$ cat src/rtl/ram_rr_arb4_pkg.sv
// Shared types for the four-requester context-RAM arbiter.
// Requester ids and the read-tracking tag record.
package ram_rr_arb4_pkg;

    localparam int NREQ      = 4;
    localparam int RDLAT_DEF = 2;

    typedef logic [1:0] rid_t;

    typedef struct packed {
        logic valid;
        rid_t id;
    } tag_t;

endpackage

$ cat src/rtl/rr_pick4.sv
// Combinational 4-way round-robin picker.
// Search begins one past the last-served requester and wraps.
module rr_pick4
    import ram_rr_arb4_pkg::*;
(
    input  logic [NREQ-1:0] req,
    input  rid_t            ptr,
    output logic [NREQ-1:0] gnt,
    output rid_t            gid,
    output logic            any
);

    rid_t cand;

    always_comb begin
        gid  = ptr;
        any  = 1'b0;
        cand = ptr;
        // k = NREQ wraps back to ptr itself, giving it lowest priority
        for (int k = 1; k <= NREQ; k++) begin
            cand = ptr + rid_t'(k);
            if (!any && req[cand]) begin
                any = 1'b1;
                gid = cand;
            end
        end
        gnt = '0;
        if (any) gnt[gid] = 1'b1;
    end

endmodule

$ cat src/rtl/ram_rr_arb4.sv
// Round-robin arbiter sharing one port of a pipelined context RAM.
// Registers one command per cycle and routes read data back by tag.
module ram_rr_arb4
    import ram_rr_arb4_pkg::*;
#(
    parameter int ADDRBIT = 6,
    parameter int WIDTH   = 80,
    parameter int RDLAT   = RDLAT_DEF
) (
    input  logic                    clk,
    input  logic                    rst_,
    input  logic [NREQ-1:0]         req,
    input  logic [NREQ-1:0]         we,
    input  logic [NREQ*ADDRBIT-1:0] addr,
    input  logic [NREQ*WIDTH-1:0]   wdat,
    output logic [NREQ-1:0]         gnt,
    output logic [NREQ-1:0]         rvld,
    output logic [WIDTH-1:0]        rdat,
    output logic [ADDRBIT-1:0]      ram_a,
    output logic                    ram_we,
    output logic [WIDTH-1:0]        ram_di,
    input  logic [WIDTH-1:0]        ram_do
);

    rid_t ptr;
    rid_t gid;
    logic any;
    tag_t pipe [RDLAT+1];

    rr_pick4 u_pick (
        .req (req),
        .ptr (ptr),
        .gnt (gnt),
        .gid (gid),
        .any (any)
    );

    always_ff @(posedge clk or negedge rst_) begin
        if (!rst_) begin
            ptr    <= 2'd3;
            ram_a  <= '0;
            ram_we <= 1'b0;
            ram_di <= '0;
            for (int s = 0; s <= RDLAT; s++) pipe[s] <= '0;
        end else begin
            if (any) begin
                ptr    <= gid;
                ram_a  <= addr[int'(gid)*ADDRBIT +: ADDRBIT];
                ram_we <= we[gid];
                ram_di <= wdat[int'(gid)*WIDTH +: WIDTH];
            end else begin
                ram_we <= 1'b0;
            end
            // Tag travels alongside the RAM latency plus the command register
            pipe[0] <= tag_t'{valid: any & ~we[gid], id: gid};
            for (int s = 1; s <= RDLAT; s++) pipe[s] <= pipe[s-1];
        end
    end

    always_comb begin
        rvld = '0;
        if (pipe[RDLAT].valid) rvld[pipe[RDLAT].id] = 1'b1;
    end

    assign rdat = ram_do;

endmodule

$ cat config.mk
export PLATFORM = sky130hd
export DESIGN_NAME = ram_rr_arb4
export DESIGN_NICKNAME = d
export VERILOG_FILES = /design/src/rtl/ram_rr_arb4_pkg.sv /design/src/rtl/rr_pick4.sv /design/src/rtl/ram_rr_arb4.sv
export SDC_FILE = /design/constraint.sdc
export NUM_CORES = 1
export LEC_CHECK = 0
export ABC_CLOCK_PERIOD_IN_PS = 2200
export BUFFER_PORTS_ARGS = -buffer_cell sky130_fd_sc_hd__buf_4
export CORE_AREA = 3 3 235 237
export DETAILED_ROUTE_END_ITERATION = 7
export DIE_AREA = 0 0 238 240
export GPL_ROUTABILITY_DRIVEN = 0
export GPL_TIMING_DRIVEN = 0
export SLEW_MARGIN = 5
export SYNTH_ARGS = -nofsm -noshare
export SYNTH_HDL_FRONTEND = slang
export SYNTH_SLANG_ARGS = --single-unit
$ cat constraint.sdc
create_clock -name clk -period 2.2 [get_ports clk]
set_input_delay 0.44 -clock clk [delete_from_list [all_inputs] [get_ports clk]]
set_output_delay 0.44 -clock clk [all_outputs]
set_load 0.005 [all_outputs]
* Word-level counts from Yosys, hierarchy flattened
Cells that the tools add are included.
** Cells by class
- Add/sub/neg operators :: 3
- $mul :: 2
- Magnitude comparators :: 8
- Shift-type cells :: 2
- Multiplexer cells :: 25
- Bitwise gates (word level) :: 2
- Reduce and logical (&&, ||, !) cells :: 8
** Operator list (number)
- $shiftx 320x10->80 :: 1
- $shiftx 24x6->6 :: 1
- $lt 2x3->1 const B :: 6
- $mux 1 :: 12
- $bmux 1 s2 :: 5
- $mux 2 :: 4
- $mux 4 :: 2
- $logic_and 1x1->1 :: 5
- $mul 2x3->5 const B :: 1
- $add 2x2->2 const B :: 2
- $demux 1 s2 :: 2
- $ge 2x1->1 const B :: 2
- $mul 2x2->4 const B :: 1
- $logic_not 1->1 :: 3
- $add 2x1->2 const B :: 1
- $and 1x1->1 :: 1
- $not 1->1 :: 1
** Word-level totals
- Bits in registers :: 98
- Input bits :: 434
- Output and inout port bits :: 175

* Longest topological paths before layout
Gate-level depths: netlist (run 1).
- Word-level depth :: 18
- Depth in mapped cells :: 8
- Gate-level depth less buffers :: 6

* Cells and area by module
Synthesis (run 1) repeated with hierarchy kept, for this count alone.
** Unflattened totals
- Cell total of the unflattened synthesis :: 615
- Area, all modules :: 6856.6 um^2
** Modules (own cells, without submodules)
- ram_rr_arb4 :: times used 1, cells an instance 584, area an instance 6681.4 um^2, sequential area each 2454.9 um^2
- rr_pick4 :: times used 1, cells an instance 31, area an instance 175.2 um^2, sequential area each 0.0 um^2

* Least setup slack after synthesis (run 1)
No wires, ideal clock.
- Kind :: input -> output
- Start :: in req[3]
- End :: out gnt[2]
- Arrival time :: 1713 ps
- Path slack :: 47 ps
- Cell stages on the path :: 7
- Path through :: nor2b_1 > o21a_1 > nor3_2 > buf_6 > inv_2 > buf_2 > nor4_1
** On the way
- Longest elaborated chain between the ends :: 17
- Elaborated cells on any way between the ends :: 28
** RTL lines
- from (decl) :: line ram_rr_arb4.sv:12 : input logic [NREQ-1:0] req,
- $bmux 1 s2 :: line rr_pick4.sv:22 : if (!any && req[cand]) begin
- $mux 1 (not written as such) :: line rr_pick4.sv:22
- $mux 1 :: line rr_pick4.sv:22
- $logic_not 1->1 :: line rr_pick4.sv:22
- $logic_and 1x1->1 :: line rr_pick4.sv:22
- $mux 1 :: line rr_pick4.sv:22
- $logic_not 1->1 :: line rr_pick4.sv:22
- $logic_and 1x1->1 :: line rr_pick4.sv:22
- [2 not listed]
- $logic_and 1x1->1 :: line rr_pick4.sv:22
- $mux 2 (*) :: line rr_pick4.sv:22
- via gid[0] :: line ram_rr_arb4.sv:26 : rid_t gid;
- $lt 2x3->1 (not written as such) / $ge 2x1->1 (equally long branches) :: line rr_pick4.sv:28 : if (any) gnt[gid] = 1'b1;
- $logic_and 1x1->1 (not written as such) :: line rr_pick4.sv:28
- $mux 1 (not written as such) :: line rr_pick4.sv:28
- $demux 1 s2 (*)
- $mux 4 (*) :: line rr_pick4.sv:28
- to (decl) :: line ram_rr_arb4.sv:16 : output logic [NREQ-1:0] gnt,
The timed path passes the listed nets; every way through them passes the cells marked *. The select of a mux whose other input is x is not followed.

* Worst setup path after layout (run 1)
- Start :: reg ptr[0]
- End :: reg ram_di[56]
** On the way
- Longest elaborated chain between the ends :: 15
- Elaborated cells on any way between the ends :: 27
** RTL lines
- from (decl) :: line ram_rr_arb4.sv:25 : rid_t ptr;
- from (signal assigned) :: line ram_rr_arb4.sv:47 : ptr <= gid;
- $add 2x1->2 :: line rr_pick4.sv:21 : cand = ptr + rid_t'(k);
- $bmux 1 s2 :: line rr_pick4.sv:22
- $mux 1 (not written as such) :: line rr_pick4.sv:22
- $mux 1 :: line rr_pick4.sv:22
- $logic_not 1->1 :: line rr_pick4.sv:22
- $logic_and 1x1->1 :: line rr_pick4.sv:22
- $mux 1 :: line rr_pick4.sv:22
- $logic_not 1->1 :: line rr_pick4.sv:22
- $logic_and 1x1->1 :: line rr_pick4.sv:22
- $mux 1 :: line rr_pick4.sv:22
- $logic_not 1->1 :: line rr_pick4.sv:22
- $logic_and 1x1->1 :: line rr_pick4.sv:22
- $mux 2 :: line rr_pick4.sv:22
- $mul 2x3->5 :: line ram_rr_arb4.sv:50 : ram_di <= wdat[int'(gid)*WIDTH +: WIDTH];
- $shiftx 320x10->80 :: line ram_rr_arb4.sv:50
- to (signal assigned) :: line ram_rr_arb4.sv:50
- to (decl) :: line ram_rr_arb4.sv:21 : output logic [WIDTH-1:0] ram_di,
Several ways; a longest one is shown, not always the timed one. The select of a mux whose other input is x is not followed.
A chain may end at the register's enable or synchronous reset.

==> impl_metrics.prom, run 1 <==
# TYPE chip_impl_metric gauge
chip_impl_info{name="synth_flop_cell",value="sky130_fd_sc_hd__dfrtp_1"} 1
chip_impl_metric{name="area_of_all_sequential_standard_cells",unit="sq um"} 2455
chip_impl_metric{name="combinational_group_share_of_total_power",unit="%"} 65.6
chip_impl_info{name="synth_top_family_by_area",value="multiplexers"} 1
chip_impl_metric{name="synthDistinctLibCells",unit=""} 40
chip_impl_metric{name="pin_count_of_the_biggest_net_entering_global_routing",unit=""} 99
chip_impl_info{name="synth.top_cells.by_count",value="sky130_fd_sc_hd__nand2_1, sky130_fd_sc_hd__dfrtp_1, sky130_fd_sc_hd__buf_4, sky130_fd_sc_hd__mux2i_1, sky130_fd_sc_hd__a221o_1"} 1
chip_impl_metric{name="start_util",unit="%"} 13.39
chip_impl_info{name="timing.critical_path.slowest_stage_cell",value="sky130_fd_sc_hd__dfstp_2"} 1
chip_impl_metric{name="timing.final.max_slew_violations",unit=""} 0
chip_impl_info{name="end_kind",value="register"} 1
chip_impl_metric{name="fp.dieArea",unit="sq um"} 57120
chip_impl_metric{name="hpwlAfterDp",unit="mm"} 30.37
chip_impl_metric{name="power.switching",unit="uW"} 6074
chip_impl_metric{name="setup_viol",unit=""} 83
chip_impl_metric{name="drcViolationCount",unit=""} 0
chip_impl_info{name="cts_root_buffer",value="sky130_fd_sc_hd__clkbuf_16"} 1
chip_impl_metric{name="synth_xor_area_share",unit="%"} 0
chip_impl_metric{name="overall_overflow_remaining_after_global_route",unit=""} 0
chip_impl_metric{name="setup_total_negative_slack",unit="ps"} -17870
chip_impl_metric{name="synthArstFlopShare",unit="%"} 100.0
chip_impl_info{name="path_delay_family",value="buffers and inverters"} 1
chip_impl_info{name="post-synth-top-area-cell",value="sky130_fd_sc_hd__dfrtp_1"} 1
chip_impl_metric{name="critical_path_peak_fanout",unit=""} 10
chip_impl_metric{name="critical_path.max_stage_delay",unit="ps"} 600
chip_impl_metric{name="cp.depth",unit=""} 8
chip_impl_metric{name="synth_simple_gate_area_share",unit="%"} 11.47
chip_impl_info{name="result_of_the_run",value="complete, but fails checks"} 1
chip_impl_metric{name="synth_sequential_area_ratio",unit="%"} 34.26
chip_impl_metric{name="cts_made_buffers",unit=""} 9
chip_impl_metric{name="final.min_clock_period",unit="ps"} 2515
chip_impl_metric{name="synth_compound_gate_area_share",unit="%"} 19.51
chip_impl_metric{name="synth_enable_flop_cells",unit=""} 0
chip_impl_metric{name="worst_hold_slack",unit="ps"} 161.4
chip_impl_info{name="failed_checks",value="negative setup slack"} 1
chip_impl_metric{name="cts.sink_count",unit=""} 98
chip_impl_metric{name="cp_num_buf_inv",unit=""} 3
chip_impl_metric{name="intPower",unit="uW"} 9043
chip_impl_info{name="tritoncts",value="done"} 1
chip_impl_metric{name="worst-endpoint-required",unit="ps"} 2460
chip_impl_metric{name="synthesis.instances",unit=""} 747
chip_impl_metric{name="antennaDiodeCount",unit=""} 0
chip_impl_info{name="timing_worst_setup_path_type",value="reg2reg"} 1
chip_impl_metric{name="timing.critical_path.arrival",unit="ps"} 2780
chip_impl_metric{name="ys_seq_elements",unit=""} 98
chip_impl_metric{name="ctsLongestPathBuffers",unit=""} 2
chip_impl_metric{name="maxClockFrequency",unit="MHz"} 397.6
chip_impl_metric{name="chipHeight",unit="um"} 240
chip_impl_metric{name="finalCritPeriodShare",unit="%"} 114.3
chip_impl_metric{name="share_seq_of_total_power",unit="%"} 21.9
chip_impl_metric{name="multiInputGateArea",unit="sq um"} 3918
chip_impl_metric{name="yosysWarnings",unit=""} 0
chip_impl_metric{name="first_global_vias",unit=""} 8417
chip_impl_metric{name="mappedNetlistArea",unit="sq um"} 7164
chip_impl_metric{name="share_clk_of_total_power",unit="%"} 12.5
chip_impl_metric{name="area_inside_the_core_boundary",unit="sq um"} 53500
chip_impl_info{name="synth_top_cells_by_area",value="sky130_fd_sc_hd__dfrtp_1, sky130_fd_sc_hd__mux2i_1, sky130_fd_sc_hd__nand2_1"} 1
chip_impl_metric{name="buffer_ports.inserted",unit=""} 528
chip_impl_metric{name="vias_per_cell",unit=""} 4.067
chip_impl_metric{name="drive_gt1_share",unit="%"} 56.29
chip_impl_info{name="cpMostUsedCell",value="sky130_fd_sc_hd__buf_4"} 1
chip_impl_metric{name="avg_synthesized_cell_area",unit="sq um"} 9.591
chip_impl_metric{name="h-tree-depth",unit=""} 3
chip_impl_metric{name="irDropWorstVdd",unit="V"} 0.0004080
chip_impl_metric{name="dr_total_vias",unit=""} 8228
chip_impl_metric{name="max_slew.worst_pin.slew",unit="ps"} 1038
chip_impl_metric{name="grt_util_all_layers",unit="%"} 12.57
chip_impl_info{name="timing.hold.worst.class",value="in2async"} 1
chip_impl_metric{name="fin_worst_skew",unit="ps"} 8.230
chip_impl_metric{name="routedWlPerCell",unit="um"} 19.22
chip_impl_metric{name="cellLeakagePower",unit="uW"} 0.006483
chip_impl_metric{name="cap_viol_max_count",unit=""} 0
chip_impl_metric{name="drtPass1Iterations",unit=""} 5
chip_impl_metric{name="number_of_antenna_violations_at_the_first_check_in_global_routing",unit=""} 1
chip_impl_metric{name="drt-initial-drc-count",unit=""} 305
chip_impl_metric{name="synth.top_cell.area_share",unit="%"} 33.53
chip_impl_info{name="rsz0062_at_grt",value="yes"} 1
chip_impl_metric{name="synth.net_count",unit=""} 1181
chip_impl_metric{name="final.fill_count",unit=""} 5816
chip_impl_metric{name="swShare",unit="%"} 40.18
chip_impl_metric{name="utilization",unit="%"} 24.63
chip_impl_metric{name="total_power_per_unit_cell_area",unit="nW/um^2"} 1147
chip_impl_metric{name="synthAdderAreaFrac",unit="%"} 0
chip_impl_metric{name="postRouteAntennaNets",unit=""} 0
chip_impl_metric{name="die_w",unit="um"} 238
chip_impl_metric{name="timing.final.hold_violations",unit=""} 0
chip_impl_metric{name="core.rowCount",unit=""} 85
chip_impl_metric{name="synth_mux_area_share",unit="%"} 21.03
chip_impl_metric{name="post-place-ws",unit="ps"} -876.4
chip_impl_info{name="yosysMostFrequentCell",value="sky130_fd_sc_hd__nand2_1"} 1
chip_impl_metric{name="setup_slack_of_the_critical_path_after_layout",unit="ps"} -315.3
chip_impl_metric{name="floorplan.io_pins",unit=""} 609
chip_impl_metric{name="remaining_max_slew_budget_at_the_tightest_pin",unit="%"} 30.80
chip_impl_metric{name="drt-total-wl",unit="mm"} 38.88
chip_impl_metric{name="nets",unit=""} 1756
chip_impl_metric{name="clk_pin_slew",unit="ps"} 80
chip_impl_metric{name="reg2regPathDepth",unit=""} 8
chip_impl_info{name="critical_path.cell_chain",value="nor2b_4 > o21a_4 > nor3_4 > buf_4 > buf_4 > buf_6 > mux2_1 > a221o_1"} 1
chip_impl_metric{name="insertion_delay",unit="ps"} 390
chip_impl_metric{name="flow.area_growth_from_synthesis",unit="%"} 83.88
chip_impl_metric{name="grt_pass1_wl",unit="mm"} 52.87
chip_impl_info{name="startpoint_type",value="register"} 1
## logic make-up after synthesis
family,count (synthesis)
AOI/OAI and AO/OA,161
DFF,98
buffers and inverters,148
muxes,140
and+or+nand+nor,200
## path summary, 6_finish.rpt
path	startpoint	to	slack [ps]
min in group clk	wdat[63]	ram_di[63]$_DFFE_PN0P_	330
max reg2reg	ptr[0]$_DFFE_PN1P_	ram_di[56]$_DFFE_PN0P_	-320
min reg2reg	pipe[3]$_DFF_PN0_	pipe[0]$_DFF_PN0_	350
max	ptr[0]$_DFFE_PN1P_	ram_di[56]$_DFFE_PN0P_	-320
max in group asynchronous	rst_	ram_di[75]$_DFFE_PN0P_	1300
min	rst_	ram_di[20]$_DFFE_PN0P_	160
## repair_timing
item / in CTS / in global routing
gates cloned: 3 / 2
gates resized for setup: 73 / 49
setup endpoints to repair: 92 / 92
pin swaps: 14 / 4
hold buffers: 0 / 0
setup buffers: 24 / 9
## flip-flops by register name, indices dropped and copies added, names as in the netlist
signal  cells
ram_di     80
ram_a       6
ptr         2
ram_we      1
pipe        9
## worst reg2reg max path, delay by kind of cell (launching register included)
kind	cells	cell delay, ps
AO/OA/AOI/OAI	2	550
buffers and inverters	3	660
flip-flops	1	600
multiplexers	1	370
AND/OR/NAND/NOR	2	230
## power by group through the flow
| stage | sequential (uW) | clock [uW] | combinational (uW) |
|---|---|---|---|
| 6_report | 3310 | 1900 | 9910 |
| 3_3_place_gp | 3280 | 0 | 8170 |
| 5_1_grt | 3400 | 2020 | 10600 |
| 4_1_cts | 3290 | 1990 | 9530 |
| 3_5_place_dp | 3310 | 0 | 8240 |
| 2_1_floorplan | 3300 | 0 | 4280 |
## per-layer routing
metal	vias to the layer above	track usage [%]	part of all wire, %
met5	-	0	0.051
met4	2	7.697	5.1
met3	84	2.179	6.3
met2	419	20.86	48
met1	3926	15.24	41
li1	3797	-	-
## placed cells by master, fill, tap and decap left out, types with 5 or more instances in the layout
master,instances
sky130_fd_sc_hd__buf_4,631
sky130_fd_sc_hd__nand2_1,173
sky130_fd_sc_hd__dfrtp_1,96
sky130_fd_sc_hd__mux2i_1,79
sky130_fd_sc_hd__a221o_1,54
sky130_fd_sc_hd__o211a_1,32
sky130_fd_sc_hd__clkbuf_1,30
sky130_fd_sc_hd__o311ai_0,30
sky130_fd_sc_hd__mux2_1,30
sky130_fd_sc_hd__o21ai_0,24
sky130_fd_sc_hd__mux2_4,23
sky130_fd_sc_hd__buf_12,13
sky130_fd_sc_hd__clkbuf_16,12
sky130_fd_sc_hd__buf_6,12
sky130_fd_sc_hd__o21ai_1,11
sky130_fd_sc_hd__mux2i_2,6
sky130_fd_sc_hd__buf_16,5
## layout make-up
type / instances / area share, %
multi-input cells: 501 / 29.74
plain buffers: 143 / 8.481
repair buffers: 566 / 33.87
flip-flops and latches: 98 / 18.63
clock inverters: 5 / 0.6458
inverters: 3 / 0.1805
clock buffers: 11 / 1.843
well taps: 696 / 6.610
## stage by stage
| step | std cells | total power [uW] | instance area [sq um] |
|---|---|---|---|
| 2_1_floorplan | 747 | 7577 | 7164 |
| 3_3_place_gp | 1971 | 11460 | 12000 |
| 3_5_place_dp | 1972 | 11550 | 12030 |
| 4_1_cts | 2014 | 14810 | 12940 |
| 5_1_grt | 2023 | 15990 | 13170 |
| 6_report | 2023 | 15120 | 13170 |
Power figures use the tool's default switching activity.
==> inputs of run 2 (changes only) <==
- CORE_AREA: 3 3 235 237 -> 3 3 239 241
- CTS_BUF_LIST: not set -> sky130_fd_sc_hd__clkbuf_4
- DIE_AREA: 0 0 238 240 -> 0 0 242 244
==> impl_metrics.prom, run 2 (synthesis gave the netlist of run 1 again) <==
# TYPE chip_impl_metric gauge
chip_impl_metric{name="intPower",unit="uW"} 8894
chip_impl_metric{name="max_slew.worst_pin.slew",unit="ps"} 664.1
chip_impl_metric{name="share_clk_of_total_power",unit="%"} 7.6
chip_impl_metric{name="overall_overflow_remaining_after_global_route",unit=""} 0
chip_impl_metric{name="insertion_delay",unit="ps"} 580
chip_impl_metric{name="fp.dieArea",unit="sq um"} 59050
chip_impl_info{name="top_register",value="ram_di"} 1
chip_impl_metric{name="cellLeakagePower",unit="uW"} 0.006619
chip_impl_metric{name="start_util",unit="%"} 13.00
chip_impl_metric{name="postRouteAntennaNets",unit=""} 0
chip_impl_metric{name="reg2regPathDepth",unit=""} 12
chip_impl_metric{name="cap_viol_max_count",unit=""} 0
chip_impl_metric{name="drcViolationCount",unit=""} 0
chip_impl_metric{name="worst_hold_slack",unit="ps"} 125.1
chip_impl_metric{name="drt-total-wl",unit="mm"} 38.40
chip_impl_info{name="end_kind",value="output pin"} 1
chip_impl_metric{name="grt_util_all_layers",unit="%"} 12.26
chip_impl_info{name="timing_worst_setup_path_type",value="reg2out"} 1
chip_impl_metric{name="fin_worst_skew",unit="ps"} 19.11
chip_impl_metric{name="largest_register_ffs",unit=""} 80
chip_impl_metric{name="setup_total_negative_slack",unit="ps"} -19230
chip_impl_metric{name="hpwlAfterDp",unit="mm"} 30.49
chip_impl_metric{name="timing.critical_path.arrival",unit="ps"} 2290
chip_impl_metric{name="final_cells",unit=""} 2091
chip_impl_metric{name="clk_pin_slew",unit="ps"} 180
chip_impl_info{name="timing.hold.worst.class",value="in2reg"} 1
chip_impl_metric{name="die_w",unit="um"} 242
chip_impl_metric{name="dp.cells",unit=""} 2024
chip_impl_metric{name="core.rowCount",unit=""} 86
chip_impl_metric{name="timing.final.hold_violations",unit=""} 0
chip_impl_metric{name="maxClockFrequency",unit="MHz"} 365.8
chip_impl_metric{name="multiInputGateArea",unit="sq um"} 4014
chip_impl_info{name="cts_root_buffer",value="sky130_fd_sc_hd__clkbuf_4"} 1
chip_impl_metric{name="worst-endpoint-required",unit="ps"} 1760
chip_impl_info{name="rsz0062_at_grt",value="yes"} 1
chip_impl_metric{name="pin_count_of_the_biggest_net_entering_global_routing",unit=""} 54
chip_impl_metric{name="routedWlPerCell",unit="um"} 18.36
chip_impl_metric{name="utilization",unit="%"} 24.29
chip_impl_metric{name="grt_pass1_wl",unit="mm"} 54.66
chip_impl_metric{name="post-place-ws",unit="ps"} -1290
chip_impl_metric{name="timing.final.max_slew_violations",unit=""} 0
chip_impl_info{name="top_regs",value="ram_di x80, pipe x9, ram_a x6"} 1
chip_impl_metric{name="share_seq_of_total_power",unit="%"} 22.2
chip_impl_metric{name="drt-initial-drc-count",unit=""} 336
chip_impl_metric{name="vias_per_cell",unit=""} 3.941
chip_impl_metric{name="h-tree-depth",unit=""} 3
chip_impl_metric{name="critical_path_peak_fanout",unit=""} 5
chip_impl_metric{name="setup_slack_of_the_critical_path_after_layout",unit="ps"} -533.7
chip_impl_metric{name="flow.area_growth_from_synthesis",unit="%"} 86.81
chip_impl_metric{name="power.switching",unit="uW"} 6083
chip_impl_info{name="failed_checks",value="negative setup slack"} 1
chip_impl_info{name="result_of_the_run",value="complete, but fails checks"} 1
chip_impl_metric{name="nets",unit=""} 1768
chip_impl_metric{name="final.min_clock_period",unit="ps"} 2734
chip_impl_metric{name="first_global_vias",unit=""} 8742
chip_impl_metric{name="holdPathStages",unit=""} 3
chip_impl_metric{name="buffer_ports.inserted",unit=""} 528
chip_impl_metric{name="irDropWorstVdd",unit="V"} 0.0004311
chip_impl_metric{name="finalCritPeriodShare",unit="%"} 124.3
chip_impl_metric{name="remaining_max_slew_budget_at_the_tightest_pin",unit="%"} 55.73
chip_impl_metric{name="dr_total_vias",unit=""} 8240
chip_impl_metric{name="combinational_group_share_of_total_power",unit="%"} 70.2
chip_impl_metric{name="ctsLongestPathBuffers",unit=""} 2
chip_impl_metric{name="drive_gt1_share",unit="%"} 58.85
chip_impl_metric{name="floorplan.io_pins",unit=""} 609
chip_impl_info{name="startpoint_type",value="register"} 1
chip_impl_info{name="tritoncts",value="done"} 1
chip_impl_metric{name="setup_viol",unit=""} 72
chip_impl_metric{name="final.fill_count",unit=""} 5993
chip_impl_metric{name="area_of_all_sequential_standard_cells",unit="sq um"} 2455
chip_impl_metric{name="drtPass1Iterations",unit=""} 5
chip_impl_metric{name="area_inside_the_core_boundary",unit="sq um"} 55090
chip_impl_metric{name="total_power_per_unit_cell_area",unit="nW/um^2"} 1119
chip_impl_info{name="mostFrequentLayoutCell",value="sky130_fd_sc_hd__buf_4"} 1
chip_impl_info{name="final_cell_mix",value="sky130_fd_sc_hd__buf_4, sky130_fd_sc_hd__nand2_1, sky130_fd_sc_hd__dfrtp_1, sky130_fd_sc_hd__mux2i_1, sky130_fd_sc_hd__a221o_1"} 1
chip_impl_metric{name="swShare",unit="%"} 40.61
chip_impl_metric{name="cts.sink_count",unit=""} 98
chip_impl_metric{name="cts_made_buffers",unit=""} 9
chip_impl_metric{name="chipHeight",unit="um"} 244
chip_impl_metric{name="number_of_antenna_violations_at_the_first_check_in_global_routing",unit=""} 3
run 2: cell count changes in the layout (fill, tap and decap cells not counted), moves of 8 or more:
cell,delta
sky130_fd_sc_hd__mux2_1,-20
sky130_fd_sc_hd__mux2_4,+20
sky130_fd_sc_hd__clkbuf_4,+11
sky130_fd_sc_hd__clkbuf_16,-10
sky130_fd_sc_hd__o311ai_0,-8
sky130_fd_sc_hd__o311ai_1,+8
run 2: final cells by class:
| type | count | area share (%) |
|---|---|---|
| flip-flops and latches | 98 | 18.34 |
| clock inverters | 7 | 0.5703 |
| well taps | 748 | 6.993 |
| inverters | 3 | 0.1402 |
| diodes | 4 | 0.07479 |
| repair buffers | 576 | 34.41 |
| clock buffers | 9 | 0.5048 |
| multi-input cells | 501 | 29.99 |
| plain buffers | 145 | 8.974 |
run 2: power by group through the flow:
stage	clock, uW	combinational, uW	sequential [uW]
global route	1310	11300	3430
detailed placement	0	8230	3340
global placement	0	8120	3310
CTS	1240	10300	3310
floorplan	0	4280	3300
finish	1140	10500	3320
run 2: what timing repair did:
action                     4_1_cts  5_1_grt
hold endpoints to repair        45        0
setup endpoints to repair       92       92
resized for setup              157       47
buffers inserted                32       12
pin swaps                       46        2
hold buffers                     1        0
cloned                           4        1
run 2: routing by layer:
layer	vias to the layer above	routed length [um]	GRT usage, %
li1	3833	-	-
met1	3975	15680	14.49
met2	381	19500	21.86
met3	49	2238	2.730
met4	2	971	4.208
met5	-	13	0
run 2: through the flow:
stage	instance area (sq um)	total power, uW
after global placement	12060	11430
after floorplan	7164	7577
after global routing	13380	16000
after CTS	13230	14900
final	13380	14980
after detailed placement	12100	11570
run 2: worst max-delay path: stages (launching register included):
cell and delay, ps:
sky130_fd_sc_hd__dfstp_2 620, sky130_fd_sc_hd__nor2b_4 60, sky130_fd_sc_hd__o21a_4 210, sky130_fd_sc_hd__nor3_4 160, sky130_fd_sc_hd__buf_6 150, sky130_fd_sc_hd__inv_8 40
sky130_fd_sc_hd__buf_8 130, sky130_fd_sc_hd__buf_6 110, sky130_fd_sc_hd__and2_4 130, sky130_fd_sc_hd__buf_6 110
run 2: path summary, 6_finish.rpt:
path / start / to / slack, ps
worst max-delay path: ptr[0]$_DFFE_PN1P_ / gnt[3] / -530
worst min-delay path: wdat[143] / ram_di[63]$_DFFE_PN0P_ / 130
worst max register to register: ptr[0]$_DFFE_PN1P_ / ram_di[1]$_DFFE_PN0P_ / -420
worst min register to register: pipe[4]$_DFF_PN0_ / pipe[1]$_DFF_PN0_ / 370
max in group asynchronous: rst_ / ptr[1]$_DFFE_PN1P_ / 1170
min in group asynchronous: rst_ / ram_a[2]$_DFFE_PN0P_ / 320
